File: config.mk
export PLATFORM = sky130hd
export DESIGN_NAME = soc_l2_axi_port
export DESIGN_NICKNAME = d
export VERILOG_FILES = /design/src/rtl/soc_l2_axi_port.sv
export SDC_FILE = /design/constraint.sdc
export NUM_CORES = 1
export LEC_CHECK = 0
export BUFFER_PORTS_ARGS = -buffer_cell sky130_fd_sc_hd__buf_4
export CAP_MARGIN = 30
export CORE_AREA = 10 10 152 154
export DETAILED_ROUTE_END_ITERATION = 7
export DIE_AREA = 0 0 162 164
export PLACE_DENSITY = 0.61
export SETUP_SLACK_MARGIN = 0.1
export SLEW_MARGIN = 20
export SYNTH_ARGS = -nofsm -noshare
export SYNTH_HDL_FRONTEND = slang
export SYNTH_SLANG_ARGS = --single-unit
File: constraint.sdc
create_clock -name clk_i -period 3.3 [get_ports clk_i]
set_input_delay 0.165 -clock clk_i [delete_from_list [all_inputs] [get_ports clk_i]]
set_output_delay 0.165 -clock clk_i [all_outputs]
set_load 0.005 [all_outputs]
File: src/rtl/soc_l2_axi_port.sv
// AXI4 slave front-end for one L2 SRAM bank: one transaction at a time, one beat per
// SRAM access. The AXI_BUS port is flattened into slv_* signals.
module soc_l2_axi_port #(
  parameter int unsigned AXI_AW      = 32,
  parameter int unsigned AXI_DW      = 64,
  parameter int unsigned AXI_IW      = 4,
  parameter int unsigned AXI_UW      = 2,
  parameter int unsigned MEM_N_BYTES = 4096,
  localparam int unsigned BYTE_BITS  = $clog2(AXI_DW / 8),
  localparam int unsigned BANK_BITS  = $clog2(MEM_N_BYTES),
  localparam int unsigned MEM_AW     = BANK_BITS - BYTE_BITS
) (
  input  logic                  clk_i,
  input  logic                  rst_ni,
  input  logic [AXI_IW-1:0]     slv_aw_id,
  input  logic [AXI_AW-1:0]     slv_aw_addr,
  input  logic [7:0]            slv_aw_len,
  input  logic [2:0]            slv_aw_size,
  input  logic [1:0]            slv_aw_burst,
  input  logic [AXI_UW-1:0]     slv_aw_user,
  input  logic                  slv_aw_valid,
  output logic                  slv_aw_ready,
  input  logic [AXI_DW-1:0]     slv_w_data,
  input  logic [AXI_DW/8-1:0]   slv_w_strb,
  input  logic                  slv_w_last,
  input  logic                  slv_w_valid,
  output logic                  slv_w_ready,
  output logic [AXI_IW-1:0]     slv_b_id,
  output logic [1:0]            slv_b_resp,
  output logic [AXI_UW-1:0]     slv_b_user,
  output logic                  slv_b_valid,
  input  logic                  slv_b_ready,
  input  logic [AXI_IW-1:0]     slv_ar_id,
  input  logic [AXI_AW-1:0]     slv_ar_addr,
  input  logic [7:0]            slv_ar_len,
  input  logic [2:0]            slv_ar_size,
  input  logic [1:0]            slv_ar_burst,
  input  logic [AXI_UW-1:0]     slv_ar_user,
  input  logic                  slv_ar_valid,
  output logic                  slv_ar_ready,
  output logic [AXI_IW-1:0]     slv_r_id,
  output logic [AXI_DW-1:0]     slv_r_data,
  output logic [1:0]            slv_r_resp,
  output logic                  slv_r_last,
  output logic [AXI_UW-1:0]     slv_r_user,
  output logic                  slv_r_valid,
  input  logic                  slv_r_ready,
  output logic                  mem_req_o,
  output logic                  mem_we_o,
  output logic [MEM_AW-1:0]     mem_addr_o,
  output logic [AXI_DW-1:0]     mem_wdata_o,
  output logic [AXI_DW/8-1:0]   mem_be_o,
  input  logic [AXI_DW-1:0]     mem_rdata_i
);

  typedef enum logic [2:0] {IDLE, WR_DATA, WR_RESP, RD_REQ, RD_RESP} state_e;

  state_e state_q, state_d;

  logic                aw_ready_q, ar_ready_q;
  logic                read_last_q;
  logic                rd_first_q;
  logic [AXI_IW-1:0]   id_q;
  logic [AXI_AW-1:0]   addr_q;
  logic [7:0]          len_q;
  logic [7:0]          beat_q;
  logic [2:0]          size_q;
  logic [1:0]          burst_q;
  logic [AXI_UW-1:0]   user_q;
  logic [AXI_DW-1:0]   rdata_q;
  logic [AXI_AW-1:0]   addr_next;
  logic                aw_hs, ar_hs, w_hs, r_hs;
  logic                addr_unused;

  assign aw_hs = slv_aw_valid & aw_ready_q;
  assign ar_hs = slv_ar_valid & ar_ready_q;
  assign w_hs  = slv_w_valid & (state_q == WR_DATA);
  assign r_hs  = slv_r_ready & (state_q == RD_RESP);

  // WRAP bursts are deliberately advanced like INCR; FIXED keeps the address.
  assign addr_next = (burst_q == 2'b00) ? addr_q : addr_q + (AXI_AW'(1) << size_q);

  assign slv_aw_ready = aw_ready_q;
  assign slv_ar_ready = ar_ready_q;
  assign slv_b_id     = id_q;
  assign slv_b_resp   = 2'b00;
  assign slv_b_user   = user_q;
  assign slv_r_id     = id_q;
  assign slv_r_resp   = 2'b00;
  assign slv_r_user   = user_q;
  assign slv_r_last   = (state_q == RD_RESP) && (beat_q == len_q);
  assign mem_addr_o   = addr_q[BANK_BITS-1:BYTE_BITS];
  assign addr_unused  = ^addr_q;

  // SRAM data is live only in the first response cycle; later cycles use the captured copy.
  assign slv_r_data = rd_first_q ? mem_rdata_i : rdata_q;

  always_ff @(posedge clk_i or negedge rst_ni) begin
    if (!rst_ni) begin
      state_q <= IDLE;
    end else begin
      state_q <= state_d;
    end
  end

  always_ff @(posedge clk_i or negedge rst_ni) begin
    if (!rst_ni) begin
      aw_ready_q  <= 1'b0;
      ar_ready_q  <= 1'b0;
      read_last_q <= 1'b1;
      rd_first_q  <= 1'b0;
      id_q        <= '0;
      addr_q      <= '0;
      len_q       <= '0;
      beat_q      <= '0;
      size_q      <= '0;
      burst_q     <= '0;
      user_q      <= '0;
      rdata_q     <= '0;
    end else begin
      aw_ready_q <= 1'b0;
      ar_ready_q <= 1'b0;
      // Ready is a registered one-cycle pulse; on a tie the channel not served last wins.
      if (state_q == IDLE && !aw_ready_q && !ar_ready_q) begin
        if (slv_aw_valid && (!slv_ar_valid || read_last_q)) begin
          aw_ready_q <= 1'b1;
        end else if (slv_ar_valid) begin
          ar_ready_q <= 1'b1;
        end
      end
      if (aw_hs) begin
        id_q        <= slv_aw_id;
        addr_q      <= slv_aw_addr;
        len_q       <= slv_aw_len;
        size_q      <= slv_aw_size;
        burst_q     <= slv_aw_burst;
        user_q      <= slv_aw_user;
        beat_q      <= '0;
        read_last_q <= 1'b0;
      end
      if (ar_hs) begin
        id_q        <= slv_ar_id;
        addr_q      <= slv_ar_addr;
        len_q       <= slv_ar_len;
        size_q      <= slv_ar_size;
        burst_q     <= slv_ar_burst;
        user_q      <= slv_ar_user;
        beat_q      <= '0;
        read_last_q <= 1'b1;
      end
      if (w_hs || r_hs) begin
        addr_q <= addr_next;
      end
      if (r_hs) begin
        beat_q <= beat_q + 8'd1;
      end
      rd_first_q <= (state_q == RD_REQ);
      if (rd_first_q) begin
        rdata_q <= mem_rdata_i;
      end
    end
  end

  always_comb begin
    state_d     = state_q;
    slv_w_ready = 1'b0;
    slv_b_valid = 1'b0;
    slv_r_valid = 1'b0;
    mem_req_o   = 1'b0;
    mem_we_o    = 1'b0;
    mem_be_o    = '0;
    mem_wdata_o = '0;
    case (state_q)
      IDLE: begin
        if (aw_hs) begin
          state_d = WR_DATA;
        end else if (ar_hs) begin
          state_d = RD_REQ;
        end
      end
      WR_DATA: begin
        slv_w_ready = 1'b1;
        mem_req_o   = slv_w_valid;
        mem_we_o    = 1'b1;
        mem_be_o    = slv_w_strb;
        mem_wdata_o = slv_w_data;
        if (w_hs && slv_w_last) begin
          state_d = WR_RESP;
        end
      end
      WR_RESP: begin
        slv_b_valid = 1'b1;
        if (slv_b_ready) begin
          state_d = IDLE;
        end
      end
      RD_REQ: begin
        mem_req_o = 1'b1;
        mem_be_o  = '1;
        state_d   = RD_RESP;
      end
      RD_RESP: begin
        slv_r_valid = 1'b1;
        if (r_hs) begin
          state_d = slv_r_last ? IDLE : RD_REQ;
        end
      end
      default: state_d = IDLE;
    endcase
  end

endmodule

==> metrics.md, run 1 <==
| Metric | Value |
|---|---|
| Run status | finished clean |
| Share of cells above drive strength 1 | just over 50% |
| Normalized max-slew margin | about half |
| Mean Syn Cell Area | approximately 10 µm² |
| Inserted Clock Buffers | 9 |
| RD Place Congestion | roughly 0.83 |
| Utilization after layout | between 40% and 50% |
| GRT Resource Usage Total | between 15 and 20% |
| Max VDD drop | 0.395 mV |
| Die Span X | ~160 µm |
| Largest delay share family, worst path | simple AND/OR/NAND/NOR gates |
| Cell Chain, Critical Path | nand2b_1 -> nor2_2 -> buf_4 -> and2_1 -> buf_4 |
| Finished Layout Cells | 1182 |
| Fill count | between 1500 and 2000 |
| Detailed-route via count | 5346 |
| Worst skew pair latency | ~0.36 ns |
| Setup_tns | 0 ns |
| Unique masters post-synth | 53 |
| Pleak | between 4 and 5 nW |
| Gr ovfl total | 0 |
| Total Wirelength | about 23000 µm |
| Synthesized flop and latch total | 110 |
| Final clock skew | about 0.008 ns |
| Hold slack | around 0.05 ns |
| Final hold vios | 0 |
| Post-synth ARST share | between 90% and 100% |
| Clock Tree Buf Depth | 2 |
| DRC errors left | 0 |
| Synth area leaders | dfrtp_1 (47%), mux2_2 (13%), and2_1 (7.2%) |
| DRT antenna net count | 0 |
| H-Tree Level Count | 3 |
| Post-synth top cells | dfrtp_1 (109), and2_1 (67), mux2_2 (65), nor2_1 (56), a21oi_1 (40) |
| Die ar. | about 0.027 mm² |
| Crit path max fanout | 26 |
| Tmin final | 2.72 ns |
| Mapped Cells | 567 |
| Post-synth top area share | 46.8% |
| Number of enable flip-flop cells after synthesis | 0 |
| Worst hold path type | in2reg |
| Largest net degree at the start of global routing | slightly below 70 |
| Slowest CP cell | nor2_2 |
| Most common cell in the synthesized netlist | dfrtp_1 |
| Vias in the first global route | 5492 |
| Total core area | approximately 0.020 mm² |
| Final Slew Violations | 0 |
| TritonCTS clock tree | built |
| 1st-iter DRT viols | between 300 and 400 |
| Max incr delay on CP | ~0.66 ns |
| Arr. time, crit path | 2.55 ns |
| Crit path required time | ~3.1 ns |
| Hold buffers post-CTS | 3 |
| Buf+Inv Stages, Crit Path | 2 |
| Placed cells | between 1000 and 1500 |
| Initial antenna violation count | 0 |
| Hpwl dp | between 15000 and 20000 µm |
| # resized after CTS | 0 |
| CP most frequent cell | buf_4 |
| Final Cycle Share | between 80 and 90% |
| Sequential element share of the synthesized area | between 40% and 50% |
| Clock root buffer | clkbuf_16 |
| Synth Flop Type | dfrtp_1 |
| Post-synth top area cell | dfrtp_1 |
| CP Launch Type | flip-flop |
| Setup violators final | 0 |
| Post CTS Setup Buffer Count | 0 |
| # diodes | 0 |
| Pwr per Cell Area | approximately 800 mW/mm² |
| Total power | between 7 and 8 mW |
| Initial Utilization | between 20% and 30% |
| Buffers on Ports | 370 |
| Unrepaired setup endpoints after global routing | no |
| Max Clk Rate | 368 MHz |
| Die Span Y | around 160 µm |
| Area growth from synthesis to layout | 55.7% |
| Sinks on Clock Net | between 100 and 150 |
| Routed wire length per instance | approximately 19 µm |
| Clk pin slew, worst setup/hold paths | around 0.08 ns |
| Critical path class | reg2out |
| I/O Pins | about 420 |
| Final net count | about 1200 |
| Worst-Margin Slew | between 0.7 and 0.8 ns |
| Max-Cap Viols | 0 |
| Cell area after synthesis | approximately 0.0058 mm² |
| R2R setup slack | ~0.74 ns |
| Initial DRT Pass Iterations | 4 |
| Vias per cell | around 4.5 |
| Synth Warn # | 0 |
| Row Count | 52 |
| Setup crit end kind | output port |
| First-pass GRT wire length | between 30000 and 40000 µm |
==> path summary, 6_finish.rpt <==
kind / cells after the start / to / startpoint
min: 2 / rdata_q[11]$_DFF_PN0_ / mem_rdata_i[11]
max reg2reg: 8 / addr_q[10]$_DFFE_PN0P_ / size_q[1]$_DFFE_PN0P_
min reg2reg: 2 / read_last_q$_DFFE_PN1P_ / read_last_q$_DFFE_PN1P_
max: 5 / mem_wdata_o[43] / state_q[2]$_DFFE_PN0P_
max in group asynchronous: 3 / beat_q[5]$_DFFE_PN0P_ / rst_ni
min in group asynchronous: 2 / rdata_q[6]$_DFF_PN0_ / rst_ni
==> placed cells by master (no fill, tap or decap), drive strengths merged, types with 10 or more instances in the layout <==
cell and n:
nor2 56, nand2 29, mux2 65, nand3 15, dfrtp 109, xor2 12, buf 378, a21oi 40
and2 67, o21ai 21, inv 10, mux2i 20
==> worst register-to-register path, cell delays in order (launching register included) <==
cell	delay, ns
dfrtp_1	0.49
nor3_1	0.10
ha_1	0.21
fa_1	0.41
a21o_1	0.21
a221oi_1	0.50
a21oi_1	0.17
a32o_1	0.28
a21oi_1	0.12
==> cell type report <==
cell class | instances | area, µm² | area share [%]
Inverter | 6 | 22.5 | 0.248
Clock inverter | 7 | 75.1 | 0.828
Sequential cell | 110 | 2760 | 30.4
Multi-Input combinational cell | 399 | 2770 | 30.6
Timing Repair Buffer | 381 | 2880 | 31.8
Tap cell | 270 | 338 | 3.73
Clock buffer | 9 | 225 | 2.48
==> power breakdown <==
part | switching [mW] | leakage (nW) | internal, mW
clock | 0.556 | 0.148 | 0.538
combinational | 1.71 | 3.14 | 2.11
sequential | 0.369 | 1.33 | 1.97
==> flip-flops by register name, summed over array words and instances, names as in the netlist <==
signal,cells
rd_first_q,1
slv_aw_ready,1
state_q,3
addr_q,12
burst_q,2
slv_b_id,4
slv_ar_ready,1
beat_q,8
size_q,3
read_last_q,1
slv_b_user,2
rdata_q,64
len_q,8
==> cells by family (layout without fill, tap and decap cells) <==
group	after synthesis	count (layout)	synth area share (%)
flip-flops	110	110	47.3
AND/OR/NAND/NOR	192	192	17.1
adder cells (fa/ha/maj)	10	10	2.28
multiplexers	85	85	16.1
other	1	4	0.0644
AO/OA/AOI/OAI	94	94	9.69
XOR/XNOR	14	14	2.11
buffers and inverters	61	403	5.39
==> routing by layer <==
metal	share of wire (%)	global-route usage, %
met1	43	20.8
met3	9.3	5.66
met4	0.63	2.98
met2	47	24.9
met5	0	0
==> metrics by stage <==
stage,setup WS [ns],cell area [µm²]
2_1_floorplan,0.971,5840
3_3_place_gp,0.800,8740
3_5_place_dp,0.770,8740
4_1_cts,0.634,9070
5_1_grt,0.435,9070
6_report,0.583,9070
No activity file was read; power rests on OpenSTA's default activity.
==> inputs of run 2 (changes only) <==
--- a/config.mk
+++ b/config.mk
@@ -7,10 +7,10 @@
 export LEC_CHECK = 0
 export BUFFER_PORTS_ARGS = -buffer_cell sky130_fd_sc_hd__buf_4
 export CAP_MARGIN = 30
-export CORE_AREA = 10 10 152 154
+export CORE_AREA = 10 10 155 157
 export DETAILED_ROUTE_END_ITERATION = 7
-export DIE_AREA = 0 0 162 164
-export PLACE_DENSITY = 0.61
+export DIE_AREA = 0 0 165 167
+export PLACE_DENSITY = 0.62
 export SETUP_SLACK_MARGIN = 0.1
 export SLEW_MARGIN = 20
 export SYNTH_ARGS = -nofsm -noshare
==> constraint.sdc (replaced) <==
create_clock -name clk_i -period 2.4 [get_ports clk_i]
set_input_delay 0.12 -clock clk_i [delete_from_list [all_inputs] [get_ports clk_i]]
set_output_delay 0.12 -clock clk_i [all_outputs]
set_load 0.005 [all_outputs]
==> run 2 against run 1 <==
Net effect:
- critical path depth rose by 3
- sequential power rose by 35%
- clock-buffer cell count rose by 1
- utilization fell by 0.23 points
- clock power rose by 35%
- routed wire length rose by 5.0%
- worst hold slack got worse by 0.030 ns
- non-clock buffer count rose by 25
- final area rose by 3.4%
- critical path type is now reg2reg
- largest power group unchanged
==> metrics.md, run 2 (synthesized netlist as in run 1, its figures left out) <==
| Metric | Value |
|---|---|
| Pleak | 4.74 nW (+2.7%) |
| Final hold vios | 0 (unchanged) |
| Gr ovfl total | 0 (unchanged) |
| Sw frac | 36.3% (about the same) |
| Largest net degree at the start of global routing | 67 (-1.5%) |
| Max Clk Rate | between 400 and 500 MHz |
| Setup crit end kind | flip-flop |
| Max VDD drop | 0.457 mV (+16%) |
| Commonest non-fill, non-tap cell in the layout | buf_4 |
| Sequential share of power | 30.6% (-1.6 points) |
| Inserted Clock Buffers | 9 (unchanged) |
| Unrepaired setup endpoints after global routing | yes |
| Die ar. | 0.0276 mm² (+3.7%) |
| Hpwl dp | 19600 µm (+4.5%) |
| Max-Cap Viols | 0 (unchanged) |
| Total core area | 0.0208 mm² (+3.9%) |
| Worst-Margin Slew | 0.501 ns (-0.229 ns) |
| Routed wire length per instance | 19.8 µm (+2.4%) |
| GRT Resource Usage Total | 16.1% (+0.22 points) |
| 1st-iter DRT viols | 282 (-17%) |
| Initial DRT Pass Iterations | 4 (unchanged) |
| CP Launch Type | flip-flop |
| Normalized max-slew margin | 66.3% (+15 points) |
| Arr. time, crit path | 2.58 ns (+0.03 ns) |
| Crit path required time | 2.63 ns (-0.50 ns) |
| Worst skew pair latency | 0.35 ns (about the same) |
| Clk pin slew, worst setup/hold paths | 0.07 ns (about the same) |
| Cell Chain, Critical Path | buf_6 -> and3b_1 -> ha_4 -> and3_4 -> a21bo_1 -> and3_4 -> or4_4 -> o311a_1 |
| Critical path class | reg2reg |
| Max incr delay on CP | 0.49 ns (-0.17 ns) |
| Power share of the combinational group | 55.1% (+2.4 points) |
| Initial antenna violation count | 0 (unchanged) |
| DRT antenna net count | 0 (unchanged) |
| Detailed-route via count | 5493 (+2.7%) |
| Final Cell Area | 0.00937 mm² (+3.4%) |
| Clock root buffer | clkbuf_16 |
| Commonest cells after routing, fill and taps aside | buf_4 (391), dfrtp_1 (105), and2_1 (67) |
| DRC errors left | 0 (unchanged) |
| P_sw | 3.76 mW (+43%) |
| I/O Pins | 415 (unchanged) |
| First-pass GRT wire length | 34800 µm (+4.1%) |
| Initial Utilization | 28.0% (-1.1 points) |
| Max FFs per register | 64 (unchanged) |
| H-Tree Level Count | 3 (unchanged) |
| Row Count | 53 (+1.9%) |
| Clock Power Share | 14.2% (-0.9 points) |
| Final Cycle Share | around 100% |
| Internal Pwr Total | 6.60 mW (+43%) |
| Final Slew Violations | 0 (unchanged) |
| Final net count | 1188 (+2.1%) |
| RD Place Congestion | 0.897 (+8.2%) |
| Buffers on Ports | 370 (unchanged) |
| Buf+Inv Stages, Crit Path | 1 (-1) |
| Total power | 10.4 mW (+43%) |
| Run status | finished clean |
| Pwr per Cell Area | 1110 mW/mm² (+38%) |
| Slowest CP cell | or4_4 |
| TritonCTS clock tree | built |
| Dpl cell area | 0.00880 mm² (+0.73%) |
| CP most frequent cell | and3_4 |
| # diodes | 0 (unchanged) |
| Share of cells above drive strength 1 | 53.4% (+2.3 points) |
| Tmin final | ~2.3 ns |
| Die Span Y | 167 µm (+1.8%) |
| Vias in the first global route | 5577 (+1.5%) |
| Crit path max fanout | 5 (-81%) |
| Largest delay share family, worst path | simple AND/OR/NAND/NOR gates |
| Worst hold path type | in2reg |
| Regs by FF count | rdata_q: 64 flops, addr_q: 12 flops |
| Final clock skew | 0.00621 ns (-0.00160 ns) |
| Setup violators final | 0 (unchanged) |
| Vias per cell | 4.53 (+0.21%) |
| Reg with most FFs | rdata_q |
| Die Span X | 165 µm (+1.9%) |
| Total Wirelength | 24000 µm (+5.0%) |
| Sinks on Clock Net | 110 (unchanged) |
| Setup_tns | 0 ns (unchanged) |
| Area growth from synthesis to layout | 60.9% |
| Clock Tree Buf Depth | 2 (unchanged) |
-- run 2: cell count changes in the layout (fill, tap and decap cells not counted), sizes merged --
cell,previous run,this run
buf,378,396
clkinv,3,4
clkbuf,9,10
dlygate4sd3,3,10
inv,10,8
-- run 2: final cells by class --
type	count	area (µm²)
clock buffer	10	229
clock inverter	6	67.6
fill	2012	11400
inverter	6	22.5
multi-input combinational	399	2850
sequential	110	2760
tap	275	344
timing repair buffer	406	3100
-- run 2: worst paths after layout --
| kind | start | end | slack, ns | cells after the start |
|---|---|---|---|---|
| hold / removal | slv_ar_size[0] | size_q[0]$_DFFE_PN0P_ | 0.02 | 3 |
| min in group asynchronous | rst_ni | rdata_q[37]$_DFF_PN0_ | 0.22 | 2 |
| hold reg to reg | read_last_q$_DFFE_PN1P_ | read_last_q$_DFFE_PN1P_ | 0.47 | 2 |
| max in group asynchronous | rst_ni | rd_first_q$_DFF_PN0_ | 1.45 | 3 |
| setup / recovery | size_q[0]$_DFFE_PN0P_ | addr_q[9]$_DFFE_PN0P_ | 0.06 | 8 |
| setup reg to reg | size_q[0]$_DFFE_PN0P_ | addr_q[9]$_DFFE_PN0P_ | 0.06 | 8 |
-- run 2: what timing repair did --
item,in CTS,in global routing
setup buffers,4,8
pin swaps,2,11
hold buffers,10,0
endpoints found under the hold margin,33,0
setup endpoints to repair,2,6
gates resized for setup,6,17
gates cloned,0,0
-- run 2: metrics by stage --
stage	hold slack (ns)	instances	util [%]	setup WS, ns
after detailed placement	0.0501	1174	42.3	0.0447
after CTS	0.00120	1204	44.4	0.101
after global placement	0.0553	1174	42.3	0.0976
after global routing	0.000128	1212	45.0	-0.00371
final	0.0188	1212	45.0	0.0560
after floorplan	-0.176	570	-	0.0813
-- run 2: power groups by stage --
stage / Sequential [mW] / Clock, mW / Combinational [mW]
global route: 3.28 / 1.61 / 6.25
finish: 3.17 / 1.47 / 5.71
CTS: 3.17 / 1.54 / 5.57
global placement: 3.16 / 0 / 5.40
floorplan: 3.01 / 0 / 2.86
detailed placement: 3.20 / 0 / 5.46
-- run 2: per-layer routing --
| layer | GRT usage [%] | vias up | wire [µm] |
|---|---|---|---|
| li1 | - | 2659 | - |
| met1 | 20.7 | 2568 | 10500 |
| met2 | 25.9 | 247 | 11300 |
| met3 | 5.35 | 19 | 2070 |
| met4 | 2.97 | 0 | 191 |
| met5 | 0 | - | 0 |
-- run 2: tightest hold or removal path: stages --
cell and delay (ns):
buf_4 0.07, nor2_1 0.04, a21oi_1 0.09
